**src/rtl/flash_access_sequencer.sv**
```systemverilog
// Flash access sequencer: wait-state-timed flash strobes and local /DTACK for the
// Kickstart flash window, plus JEDEC command tracking with program/erase busy timing.
module flash_access_sequencer #(
  parameter int WAIT_STATES  = 2,
  parameter int PROG_TICKS   = 142,
  parameter int SECTOR_TICKS = 3545000,
  parameter int ERASE_TICKS  = 14180000
) (
  input  logic        MB_CLK,
  input  logic        RESET,
  input  logic        CPU_AS,
  input  logic        FLASH_SEL,
  input  logic        RW,
  input  logic        UDS,
  input  logic        LDS,
  input  logic [10:0] ADDRESS,
  input  logic [7:0]  DATA_IN,
  output logic [1:0]  FLASH_RD,
  output logic [1:0]  FLASH_WR,
  output logic        DTACK,
  output logic        BUSY,
  output logic        CMD_DONE
);

  typedef enum logic [1:0] {IDLE, ACCESS, ACK} bus_t;
  typedef enum logic [2:0] {C_IDLE, C_U1, C_U2, C_PROG, C_E1, C_E2, C_E3} cmd_t;

  localparam logic [4:0]  WS        = 5'(WAIT_STATES);
  localparam logic [23:0] PROG_V    = 24'(PROG_TICKS);
  localparam logic [23:0] SECTOR_V  = 24'(SECTOR_TICKS);
  localparam logic [23:0] ERASE_V   = 24'(ERASE_TICKS);

  bus_t        bus_q, bus_d;
  cmd_t        cmd_q, cmd_d;
  logic [3:0]  wait_q, wait_d;
  logic        rw_q, rw_d;
  logic [1:0]  lanes_q, lanes_d;
  logic [10:0] addr_q, addr_d;
  logic [7:0]  data_q, data_d;
  logic [1:0]  rd_q, rd_d;
  logic [1:0]  wr_q, wr_d;
  logic        dtack_q, dtack_d;
  logic [23:0] cnt_q, cnt_d;
  logic        busy_q, busy_d;
  logic        done_q, done_d;
  logic        cmd_step;
  logic        load;
  logic [23:0] load_val;
  logic        at_555, at_2aa;

  assign at_555 = (addr_q == 11'h555);
  assign at_2aa = (addr_q == 11'h2AA);

  always_comb begin
    bus_d    = bus_q;
    wait_d   = wait_q;
    rw_d     = rw_q;
    lanes_d  = lanes_q;
    addr_d   = addr_q;
    data_d   = data_q;
    rd_d     = rd_q;
    wr_d     = wr_q;
    dtack_d  = dtack_q;
    cmd_step = 1'b0;
    unique case (bus_q)
      IDLE: begin
        if (!CPU_AS && FLASH_SEL && !(UDS && LDS)) begin
          bus_d   = ACCESS;
          rw_d    = RW;
          lanes_d = {UDS, LDS};
          addr_d  = ADDRESS;
          data_d  = DATA_IN;
          wait_d  = 4'd0;
          if (RW) rd_d = {UDS, LDS};
          else    wr_d = {UDS, LDS};
        end
      end
      ACCESS: begin
        if (CPU_AS) begin
          bus_d = IDLE;
          rd_d  = 2'b11;
          wr_d  = 2'b11;
        end else if ({1'b0, wait_q} + 5'd1 >= WS) begin
          // WAIT_STATES of 0 or 1 both acknowledge on the first edge after the strobes
          bus_d    = ACK;
          dtack_d  = 1'b0;
          cmd_step = !rw_q && !lanes_q[0] && !busy_q;
        end else begin
          wait_d = wait_q + 4'd1;
        end
      end
      ACK: begin
        if (CPU_AS) begin
          bus_d   = IDLE;
          rd_d    = 2'b11;
          wr_d    = 2'b11;
          dtack_d = 1'b1;
        end
      end
      default: bus_d = IDLE;
    endcase
  end

  always_comb begin
    cmd_d    = cmd_q;
    load     = 1'b0;
    load_val = 24'd0;
    if (cmd_step) begin
      cmd_d = C_IDLE;
      // F0 is the JEDEC reset command and wins over every other decode
      if (data_q != 8'hF0) begin
        unique case (cmd_q)
          C_IDLE: if (data_q == 8'hAA && at_555) cmd_d = C_U1;
          C_U1:   if (data_q == 8'h55 && at_2aa) cmd_d = C_U2;
          C_U2: begin
            if (data_q == 8'hA0 && at_555)      cmd_d = C_PROG;
            else if (data_q == 8'h80 && at_555) cmd_d = C_E1;
          end
          C_PROG: begin
            load     = 1'b1;
            load_val = PROG_V;
          end
          C_E1:   if (data_q == 8'hAA && at_555) cmd_d = C_E2;
          C_E2:   if (data_q == 8'h55 && at_2aa) cmd_d = C_E3;
          C_E3: begin
            if (data_q == 8'h10 && at_555) begin
              load     = 1'b1;
              load_val = ERASE_V;
            end else if (data_q == 8'h30) begin
              load     = 1'b1;
              load_val = SECTOR_V;
            end
          end
          default: cmd_d = C_IDLE;
        endcase
      end
    end
    if (load)             cnt_d = load_val;
    else if (cnt_q != 0)  cnt_d = cnt_q - 24'd1;
    else                  cnt_d = cnt_q;
    busy_d = (cnt_q != 24'd0);
    done_d = busy_q && (cnt_q == 24'd0);
  end

  always_ff @(posedge MB_CLK or posedge RESET) begin
    if (RESET) begin
      bus_q   <= IDLE;
      cmd_q   <= C_IDLE;
      wait_q  <= 4'd0;
      rw_q    <= 1'b1;
      lanes_q <= 2'b11;
      addr_q  <= 11'd0;
      data_q  <= 8'd0;
      rd_q    <= 2'b11;
      wr_q    <= 2'b11;
      dtack_q <= 1'b1;
      cnt_q   <= 24'd0;
      busy_q  <= 1'b0;
      done_q  <= 1'b0;
    end else begin
      bus_q   <= bus_d;
      cmd_q   <= cmd_d;
      wait_q  <= wait_d;
      rw_q    <= rw_d;
      lanes_q <= lanes_d;
      addr_q  <= addr_d;
      data_q  <= data_d;
      rd_q    <= rd_d;
      wr_q    <= wr_d;
      dtack_q <= dtack_d;
      cnt_q   <= cnt_d;
      busy_q  <= busy_d;
      done_q  <= done_d;
    end
  end

  assign FLASH_RD = rd_q;
  assign FLASH_WR = wr_q;
  assign DTACK    = dtack_q;
  assign BUSY     = busy_q;
  assign CMD_DONE = done_q;

endmodule

```
**config.mk**
```make
export PLATFORM = sky130hd
export DESIGN_NAME = flash_access_sequencer
export DESIGN_NICKNAME = d
export VERILOG_FILES = /design/src/rtl/flash_access_sequencer.sv
export SDC_FILE = /design/constraint.sdc
export NUM_CORES = 1
export LEC_CHECK = 0
export BUFFER_PORTS_ARGS = -buffer_cell sky130_fd_sc_hd__buf_2
export CAP_MARGIN = 20
export CORE_UTILIZATION = 40
export DETAILED_ROUTE_END_ITERATION = 10
export HOLD_SLACK_MARGIN = 0.03
export PLACE_DENSITY = 0.62
export SLEW_MARGIN = 5
export SYNTH_ARGS = -nofsm -noshare
export SYNTH_HDL_FRONTEND = slang
export SYNTH_SLANG_ARGS = --single-unit
export TNS_END_PERCENT = 100
```
**constraint.sdc**
```tcl
create_clock -name MB_CLK -period 2.4 [get_ports MB_CLK]
set_clock_uncertainty 0.1 [all_clocks]
set_input_delay 0 -clock MB_CLK [delete_from_list [all_inputs] [get_ports MB_CLK]]
set_output_delay 0 -clock MB_CLK [all_outputs]
set_load 0.005 [all_outputs]
```
* After elaboration in Yosys (flattened, before gate mapping)
Index checks and enable logic that the tools add are counted.
** Cells by class
- Order comparisons :: 1
- Multiplexer cells :: 43
- Eq/ne operators :: 26
- $add $sub $neg :: 3
- Reductions and logical operators :: 31
** Operators by type and width (count)
- $mux W24 :: 5
- $pmux W24 S2 :: 1
- $eq A8 B8 Y1 const B :: 3
- $logic_not A24 Y1 :: 1
- $reduce_bool A24 Y1 :: 1
- $sub A24 B1 Y24 const B :: 1
- $mux W22 :: 1
- $mux W2 :: 10
- $reduce_and A4 Y1 :: 4
- $mux W3 :: 5
- $pmux W3 S5 :: 1
- $ne A2 B2 Y1 const B :: 7
- $mux W4 :: 3
- $eq A11 B10 Y1 const B :: 1
- $eq A11 B11 Y1 const B :: 1
- $logic_and A1 B1 Y1 :: 11
- $mux W1 :: 11
- $eq A3 B3 Y1 const B :: 3
- $eq A8 B5 Y1 const B :: 1
- $eq A8 B6 Y1 const B :: 1
- $eq A8 B7 Y1 const B :: 1
- $ne A8 B8 Y1 const B :: 1
- $pmux W2 S2 :: 2
- $pmux W4 S2 :: 1
- other kinds (18) :: 27
** Word-level totals
- Output and inout port bits :: 7
- Input port bits :: 26
- Flip-flop bits (word level) :: 61
- Logic and storage cells :: 117

* Logic depth before layout (Yosys ltp)
Gate-level depths: netlist (run 1).
- Depth after elaboration :: 8
- Depth in mapped cells :: 9
- Gate-level depth less buffers :: 7

* Worst setup path before layout (run 1)
OpenSTA, ideal clock, no wires.
- Kind :: register to register
- Start :: register bus_q[1]
- End :: register cmd_q[2]
- Setup slack :: 0.324 ns
- Arrival time :: 1.844 ns
- Stages on the path, launching flop included :: 10
- Path buffers :: 2
- Required time :: 2.168 ns
- Setup time :: 0.132 ns
- Clock period less this slack :: 2.076 ns
- Cells stage by stage :: dfrtp_1 -> inv_1 -> ha_1 -> nor2b_1 -> nor4b_2 -> o21ai_1 -> buf_6 -> clkbuf_1 -> o31ai_1 -> o31ai_1
** On the way
- Longest elaborated chain between the ends :: 2
** Ends and longest elaborated chain
- from (decl) :: RTL line 33 : bus_t bus_q, bus_d;
- from (signal assigned) :: RTL line 161 : bus_q <= bus_d;
- $eq A2 B1 Y1 :: RTL line 65 : unique case (bus_q)
- $mux W1 :: RTL line 65
- to (signal assigned) :: RTL line 162 : cmd_q <= cmd_d;
- to (decl) :: RTL line 34 : cmd_t cmd_q, cmd_d;
Every way passes these cells.
A chain may end at the register's enable or synchronous reset.

* Final worst setup path (run 1)
- Start :: register bus_q[1]
- End :: register cnt_q[21]
** On the way
- Longest elaborated chain between the ends :: 4
- Elaborated cells between the ends (all ways) :: 6
- Classes of those cells :: 1 x eq/ne; 4 x mux; 1 x reduce/logical
** Ends and longest elaborated chain
- $eq A2 B1 Y1 (*) :: RTL line 65
- $mux W1 (*) :: RTL line 65
- $mux W24 or $mux W1 (tied branches) :: RTL line 108 : if (cmd_step) begin
- $mux W24 or $reduce_bool A2 Y1 (tied branches)
- to (signal assigned) :: RTL line 171 : cnt_q <= cnt_d;
- to (decl) :: RTL line 43 : logic [23:0] cnt_q, cnt_d;
Mark *: on every way between the ends. The rest lies on a longest branch, timed or not.

==> metrics.csv, run 1 <==
metric,value,unit
Total GRT Usage,0.193,
via count,2723,
depth of the CTS H-tree,3,
power per cell area,764,mW/mm^2
vias in the first global route,2771,
leakage,1.70,nW
Routed Antenna Nets,0,
CTS tree,done,
worst setup margin,181,ps
clk buf depth,2,
count of final max-slew check failures,0,
Syn Area/Cell,10.5,sq um
total CTS buffers,9,
f_max,0.451,GHz
total I/O pin count,33,
Syn-to-layout area delta,24.4,%
Worst Tran Pin Value,725,ps
VDD IR max,0.497,mV
largest net degree at the start of global routing,58,
syn_nets,349,
Die H,93.3,um
R2R Setup Slk,180,ps
Yosys warning total,0,
sequential share of the synthesized area,0.461,
CP Class,reg -> reg,
worst min-delay path category,in -> async,
fraction of layout cells with a size suffix above 1,0.290,
global-route wire length before repair,13.1,mm
Worst Path Required,2570,ps
Clock Latency Late Sink,350,ps
clock slew at reported path FFs,80,ps
Worst Reg2Reg Path Length in Cells,7,
Worst setup EP type,register,
initial antenna violation count,0,
Post-synth top flop,dfrtp_1,
dpl hpwl,5.18,mm
die area,0.00870,sq mm
Pwr Total,3.16,mW
"commonest non-fill, non-tap cell in the layout",dfrtp_1,
RSZ-0062 raised after global routing,no,
Async SR Flop Fraction,1.00,
DR pass1 iterations,4,
critical path arrival,2390,ps
worst r2r src,bus_q[1]$_DFFE_PP0P_,
reg-to-reg endpoint,cnt_q[21]$_DFFE_PP0P_,
Critical Path Source,bus_q[1]$_DFFE_PP0P_,
Syn Inst Count,316,
residual DRC count,0,
Post-synth EDFFs,0,
Yosys cell types,60,
Fin Setup TNS,0,ps
RePlAce Congestion,0.868,
drt total wl,7.46,mm
fin crit period,2220,ps
final count of hold timing violations,0,
Vias/cell,5.47,
Max Cap Viol,0,
grt total ovfl,0,
diodes inserted,0,
Wirelength per Cell,15.0,um
Initial Utilization,0.422,
Rows,32,
PortBufs,32,
pre-CTS WS,87.8,ps
Chip Width,93.3,um
Final #Nets,424,
Slew HR,0.517,
worst-path maximum fanout,11,
CTS root buffer,clkbuf_8,
Yosys reg bits,61,
# setup viols final,0,
outcome,"finished, final reports clean",
Post CTS Setup Buffer Count,0,
most frequent cells in the layout,"dfrtp_1, buf_2, dlygate4sd3_1",
fin crit share,0.924,
clk sinks,61,
synthesized cell area,0.00333,sq mm
initial DRC count,103,
core region area,0.00789,sq mm
critical path startpoint category,register,
-- sequential cells by signal (all words and copies together), names as in the netlist --
register,count
cnt_q,24
FLASH_WR,2
lanes_q,1
CMD_DONE,1
BUSY,1
DTACK,1
data_q,8
bus_q,2
FLASH_RD,2
rw_q,1
wait_q,4
addr_q,11
cmd_q,3
-- layer usage --
layer,wire length (um),part of all wire,track usage,vias to the layer above
met3,295,0.040,0.0358,12
met1,3470,0.47,0.248,1311
li1,-,-,-,1335
met5,0,0,0,-
met2,3560,0.48,0.320,65
met4,129,0.017,0.0756,0
-- Yosys cell counts, types with 2 or more instances --
cell	n	area, sq um
nor4_1	12	75.1
o21ai_1	6	30.0
nor2b_1	4	25.0
xnor2_1	8	70.1
ha_1	7	87.6
nor3b_1	3	22.5
buf_6	3	33.8
or3_1	3	18.8
or3_4	2	22.5
clkbuf_1	2	7.51
or2_2	2	12.5
nor4b_1	3	26.3
nand3b_1	3	22.5
nand2b_1	4	25.0
o21ai_0	13	65.1
nor3_1	8	40.0
and4b_1	2	20.0
o21a_1	3	22.5
nand3_1	7	35.0
mux2i_1	2	20.0
and2_1	5	31.3
nand4b_1	2	17.5
buf_1	2	7.51
dfrtp_1	54	1350
inv_1	11	41.3
o22ai_1	8	50.1
nand4_2	2	25.0
o31a_1	8	70.1
nor3_2	2	20.0
a21oi_1	19	95.1
o31ai_1	5	37.5
or2_1	3	18.8
nor2_1	17	63.8
dfstp_2	7	184
nor2_2	2	12.5
nand2_1	16	60.1
xor2_1	3	26.3
nand4_1	6	37.5
mux2_2	25	282
o211ai_1	2	15.0
-- worst max-delay path: stages (launching register included) --
cell	delay, ps
dfrtp_1	400
inv_1	100
ha_1	190
nor2b_1	210
nor4b_2	310
o21ai_2	220
or3_1	460
a21oi_1	160
-- cell families after synthesis --
kind of cell	share of synthesized area
buf+inv	0.0293
xor+xnor	0.0289
fa+ha+maj	0.0263
mux	0.0905
flops	0.461
compound gates	0.137
simple gates	0.227
-- power by group --
part / switching, mW / internal, mW / leakage (nW)
clock network: 0.444 / 0.488 / 0.0971
logic: 0.319 / 0.416 / 0.838
registers: 0.200 / 1.30 / 0.763
total: 0.963 / 2.20 / 1.70
-- per-stage QoR --
step	instance area (sq um)	hold slack, ps	util	instances
finish	4140	146	0.525	498
floorplan	3330	6.00	-	316
detailed placement	3670	-42.4	0.465	456
global placement	3670	-44.0	0.465	456
CTS	4130	127	0.523	498
global route	4140	161	0.525	498
-- area by class of cell --
type,instances,area (sq um)
clock inverters,6,72.6
clock buffers,10,128
inverters,11,41.3
well taps,102,128
multi-input cells,236,1710
fillers,689,3740
flip-flops and latches,61,1540
repair buffers,72,526
-- how the worst max path moves through the flow --
stage,cells after the start,slack (ps),end
2_1_floorplan,9,320,cmd_q[2]$_DFFE_PP0P_
3_3_place_gp,8,180,cmd_q[2]$_DFFE_PP0P_
3_5_place_dp,8,90,cmd_q[2]$_DFFE_PP0P_
4_1_cts,8,60,FLASH_WR[1]$_DFFE_PP1P_
5_1_grt,7,10,cnt_q[21]$_DFFE_PP0P_
6_report,7,180,cnt_q[21]$_DFFE_PP0P_
-- repair_timing --
| action | CTS | global route |
|---|---|---|
| endpoints found under the setup margin | 0 | 19 |
| endpoints found under the hold margin | 86 | 0 |
| hold buffers | 26 | 0 |
| gates resized for setup | 0 | 5 |
Power figures use the tool's default switching activity.
==> run 2: changes to the inputs <==
--- a/config.mk
+++ b/config.mk
@@ -7,6 +7,7 @@
 export LEC_CHECK = 0
 export BUFFER_PORTS_ARGS = -buffer_cell sky130_fd_sc_hd__buf_2
 export CAP_MARGIN = 20
+export CORE_ASPECT_RATIO = 1.4
 export CORE_UTILIZATION = 40
 export DETAILED_ROUTE_END_ITERATION = 10
 export HOLD_SLACK_MARGIN = 0.03
==> run 2 against run 1 <==
  * Register-to-register slack gained 30 ps
  * Routed wire length shrank 0.52%
  * Critical path type unchanged
  * Design area grew 3.1%
  * Largest power group unchanged
  * Highest routed layer unchanged
  * Setup slack gained 25 ps
==> metrics.csv, run 2 (synthesis gave the netlist of run 1 again) <==
metric,value,unit
outcome,"finished, final reports clean",
dpl hpwl,5.35,mm
fin crit share,0.914,
PortBufs,32,
Total GRT Usage,0.190,
Cells after DPL,458,
CP Class,reg -> reg,
Crit path largest cell delay,550,ps
Chip Width,79.1,um
Die H,110,um
Fin Setup TNS,0,ps
CTS tree,done,
leakage,1.77,nW
RSZ-0062 raised after global routing,no,
Logic pwr share,0.198,
via count,2738,
# setup viols final,0,
Worst setup EP type,register,
"commonest non-fill, non-tap cell in the layout",dfrtp_1,
final count of hold timing violations,0,
residual DRC count,0,
final core occ,0.528,
Int Pwr,2.68,mW
clk sinks,61,
die area,0.00870,sq mm
CTS root buffer,clkbuf_16,
Worst Tran Pin Value,512,ps
critical path's top delay family,buffers and inverters,
total I/O pin count,33,
max reg flops,24,
largest net degree at the start of global routing,27,
Sw Pwr,0.934,mW
clock slew at reported path FFs,50,ps
worst min-delay path category,in -> async,
fin crit period,2190,ps
critical path startpoint category,register,
pre-CTS WS,203,ps
clk buf depth,2,
vias in the first global route,2819,
largest registers,"cnt_q: 24 flops, addr_q: 11 flops, data_q: 8 flops",
diodes inserted,0,
total CTS buffers,9,
worst setup margin,207,ps
critical path arrival,2340,ps
Max Cap Viol,0,
RePlAce Congestion,0.849,
Syn-to-layout area delta,28.3,%
"Most flops, register",cnt_q,
CP Cell Sequence,inv_1 > ha_1 > nand3_1 > buf_4 > nor3_2 > nand2_1 > dlygate4sd3_1 > o21ai_0,
f_max,0.456,GHz
VDD IR max,0.602,mV
Sw Share,0.259,
fraction of layout cells with a size suffix above 1,0.289,
grt total ovfl,0,
Rows,39,
Vias/cell,5.48,
global-route wire length before repair,12.7,mm
Non-Filler Instances,500,
core region area,0.00810,sq mm
Post CTS Setup Buffer Count,0,
Clock Latency Late Sink,330,ps
Final #Nets,426,
CP max stage cell,dlygate4sd3_1,
Seq pwr share,0.413,
Routed Antenna Nets,0,
worst-path maximum fanout,23,
count of final max-slew check failures,0,
Clock Power Share,0.390,
Buf/Inv on CP,3,
initial DRC count,98,
Wirelength per Cell,14.8,um
fillcell total,755,
Worst Path Required,2550,ps
depth of the CTS H-tree,3,
DR pass1 iterations,4,
drt total wl,7.42,mm
power per cell area,844,mW/mm^2
Initial Utilization,0.411,
most frequent cells in the layout,"dfrtp_1, buf_2, dlygate4sd3_1",
initial antenna violation count,0,
Slew HR,0.658,
## run 2: changes by cell type in the layout (fill, tap and decap cells not counted), moves of 2 or more
cell,previous run,this run
clkbuf_8,9,2
buf_4,14,16
clkinv_4,3,0
clkbuf_16,0,9
clkinv_2,0,2
## run 2: repair_timing
action,CTS,global route
hold buffers,26,0
endpoints found under the setup margin,0,2
endpoints found under the hold margin,52,0
resized for setup,0,1
## run 2: layout make-up
class                      instances  area, sq um  share of cell area
multi-input combinational        236         1700               0.398
sequential                        61         1540               0.359
timing repair buffer              74          541               0.126
clock buffer                      12          256              0.0600
tap                              102          128              0.0299
clock inverter                     4         70.1              0.0164
inverter                          11         41.3             0.00966
## run 2: path summary, 6_finish.rpt
path | depth (start not counted) | endpoint | slack [ps] | from
hold / removal | 3 | data_q[6]$_DFFE_PP0P_ | 180 | RESET
min in group MB_CLK | 5 | bus_q[1]$_DFFE_PP0P_ | 230 | FLASH_SEL
setup / recovery | 8 | FLASH_WR[0]$_DFFE_PP1P_ | 210 | bus_q[1]$_DFFE_PP0P_
hold reg to reg | 1 | wait_q[3]$_DFFE_PP0P_ | 390 | wait_q[3]$_DFFE_PP0P_
max in group asynchronous | 4 | DTACK$_DFFE_PP1P_ | 1340 | RESET
setup reg to reg | 8 | FLASH_WR[0]$_DFFE_PP1P_ | 210 | bus_q[1]$_DFFE_PP0P_
## run 2: tightest hold or removal path, stage by stage
cell	delay, ps
dlygate4sd3_1	540
buf_2	130
inv_2	370
## run 2: power groups by stage
stage	logic (mW)	clock network, mW	registers, mW
finish	0.713	1.41	1.49
global route	0.812	1.47	1.53
CTS	0.717	1.44	1.49
detailed placement	0.682	0	1.51
global placement	0.671	0	1.50
floorplan	0.532	0	1.45
## run 2: per-stage QoR
stage / power [mW] / cell area, sq um / hold WS, ps
6_report: 3.61 / 4270 / 175
5_1_grt: 3.81 / 4270 / 249
4_1_cts: 3.64 / 4270 / 172
3_5_place_dp: 2.19 / 3680 / -32.3
3_3_place_gp: 2.17 / 3680 / -35.8
2_1_floorplan: 1.99 / 3330 / 6.00
## run 2: layer usage
| metal | track usage | routed length, um |
|---|---|---|
| met1 | 0.214 | 3110 |
| met2 | 0.339 | 3960 |
| met3 | 0.0379 | 176 |
| met4 | 0.0948 | 170 |
| met5 | 0 | 0 |
==> run 3: changes to the inputs <==
--- a/config.mk
+++ b/config.mk
@@ -8,10 +8,11 @@
 export BUFFER_PORTS_ARGS = -buffer_cell sky130_fd_sc_hd__buf_2
 export CAP_MARGIN = 20
 export CORE_ASPECT_RATIO = 1.4
-export CORE_UTILIZATION = 40
+export CORE_UTILIZATION = 59
 export DETAILED_ROUTE_END_ITERATION = 10
 export HOLD_SLACK_MARGIN = 0.03
-export PLACE_DENSITY = 0.62
+export PLACE_DENSITY = 0.84
+export SETUP_SLACK_MARGIN = 0.05
 export SLEW_MARGIN = 5
 export SYNTH_ARGS = -nofsm -noshare
 export SYNTH_HDL_FRONTEND = slang
==> constraint.sdc (replaced) <==
create_clock -name MB_CLK -period 2.4 [get_ports MB_CLK]
set_clock_uncertainty 0.1 [all_clocks]
set_input_delay 0 -clock MB_CLK [delete_from_list [all_inputs] [get_ports MB_CLK]]
set_output_delay 0 -clock MB_CLK [all_outputs]
set_load 0.05 [all_outputs]
==> run 3 against run 2 <==
  * Critical endpoint is now cnt_q[20]$_DFFE_PP0P_
  * Clock power shrank 30%
  * Core utilization rose by 22 points
  * Design area is 3.5% lower
  * Non-clock buffer count down 1
==> metrics.csv, run 3 (synthesis gave the netlist of run 1 again) <==
metric,value,unit
Pwr Total,3.47,mW
via count,3033,
count of final max-slew check failures,0,
Slew HR,0.654,
initial DRC count,288,
RePlAce Congestion,0.947,
depth of the CTS H-tree,3,
worst-path maximum fanout,11,
leakage,1.72,nW
critical path startpoint category,register,
CP Class,reg -> reg,
diodes inserted,0,
Routed Antenna Nets,0,
residual DRC count,0,
grt total ovfl,0,
Initial Utilization,0.607,
final count of hold timing violations,0,
CTS root buffer,clkbuf_8,
largest net degree at the start of global routing,42,
initial antenna violation count,0,
Worst setup EP type,register,
Syn-to-layout area delta,23.9,%
Post CTS Setup Buffer Count,0,
power per cell area,840,mW/mm^2
drt total wl,9.28,mm
fraction of layout cells with a size suffix above 1,0.290,
VDD IR max,0.721,mV
Fin Setup TNS,0,ps
dpl hpwl,5.24,mm
clk sinks,61,
Chip Width,65.5,um
fin crit period,2280,ps
Die H,90.9,um
Worst Path Required,2540,ps
total CTS buffers,9,
worst min-delay path category,in -> async,
core region area,0.00549,sq mm
Total GRT Usage,0.337,
largest registers,"cnt_q: 24 flops, addr_q: 11 flops, data_q: 8 flops",
critical path arrival,2420,ps
f_max,0.438,GHz
fin crit share,0.951,
Rows,32,
PortBufs,32,
RSZ-0062 raised after global routing,no,
Vias/cell,6.52,
global-route wire length before repair,14.8,mm
die area,0.00595,sq mm
vias in the first global route,3020,
Final #Nets,425,
# setup viols final,0,
max reg flops,24,
most frequent cells in the layout,"dfrtp_1, buf_2, dlygate4sd3_1",
Wirelength per Cell,20.0,um
"Most flops, register",cnt_q,
total I/O pin count,33,
hold_ws,147,ps
"commonest non-fill, non-tap cell in the layout",dfrtp_1,
outcome,"finished, final reports clean",
Worst Tran Pin Value,514,ps
Clock Latency Late Sink,350,ps
Max Cap Viol,0,
DR pass1 iterations,6,
clock slew at reported path FFs,70,ps
CTS tree,done,
clk buf depth,2,
-- run 3: cell count changes in the layout (fill, tap and decap cells not counted) --
cell       before  now
nor4b_4         0    1
clkbuf_8        2    9
clkbuf_1        1    2
nor2b_4         0    1
nor2b_1         4    3
nor4b_1         3    2
clkinv_2        2    3
buf_4          16   15
clkbuf_16       9    0
-- run 3: area by class of cell --
| cell class | instances | area, sq um |
|---|---|---|
| Fill cell | 310 | 1360 |
| Multi-Input combinational cell | 236 | 1730 |
| Sequential cell | 61 | 1540 |
| Inverter | 11 | 41.3 |
| Clock inverter | 5 | 75.1 |
| Tap cell | 68 | 85.1 |
| Timing Repair Buffer | 73 | 533 |
| Clock buffer | 11 | 131 |
-- run 3: critical path: stages (launching register included) --
cell	delay, ps
dfrtp_1	450
nor4b_1	380
nand4_1	250
o21a_1	380
o21a_1	230
buf_4	170
a21oi_1	210
-- run 3: what timing repair did --
action | 4_1_cts | 5_1_grt
setup endpoints to repair | 0 | 25
endpoints found under the hold margin | 88 | 0
resized for setup | 0 | 5
hold buffers | 26 | 0
-- run 3: routing by layer --
| metal | wire length [um] | global-route usage |
|---|---|---|
| met5 | 0 | 0 |
| met4 | 459 | 0.176 |
| met3 | 660 | 0.0694 |
| met2 | 4700 | 0.560 |
| met1 | 3460 | 0.400 |
-- run 3: worst paths after layout --
path | from | endpoint | slack (ps) | depth (start not counted)
max in group asynchronous | RESET | addr_q[8]$_DFFE_PP0P_ | 1600 | 4
worst min-delay path | RESET | cnt_q[6]$_DFFE_PP0P_ | 150 | 4
worst min register to register | wait_q[3]$_DFFE_PP0P_ | wait_q[3]$_DFFE_PP0P_ | 390 | 1
min in group MB_CLK | FLASH_SEL | FLASH_WR[1]$_DFFE_PP1P_ | 220 | 5
worst max-delay path | data_q[7]$_DFFE_PP0P_ | cnt_q[20]$_DFFE_PP0P_ | 120 | 6
worst max register to register | data_q[7]$_DFFE_PP0P_ | cnt_q[20]$_DFFE_PP0P_ | 120 | 6
-- run 3: power breakdown --
| group | switching [mW] | internal, mW |
|---|---|---|
| Combinational | 0.493 | 0.430 |
| Sequential | 0.249 | 1.30 |
| Clock | 0.414 | 0.580 |
-- run 3: through the flow --
step	instance area (sq um)	setup WS, ps	util	std cells
finish	4130	117	0.752	465
global route	4130	89.9	0.752	465
CTS	4100	182	0.747	465
detailed placement	3630	214	0.662	423
global placement	3630	311	0.662	423
floorplan	3330	322	-	316
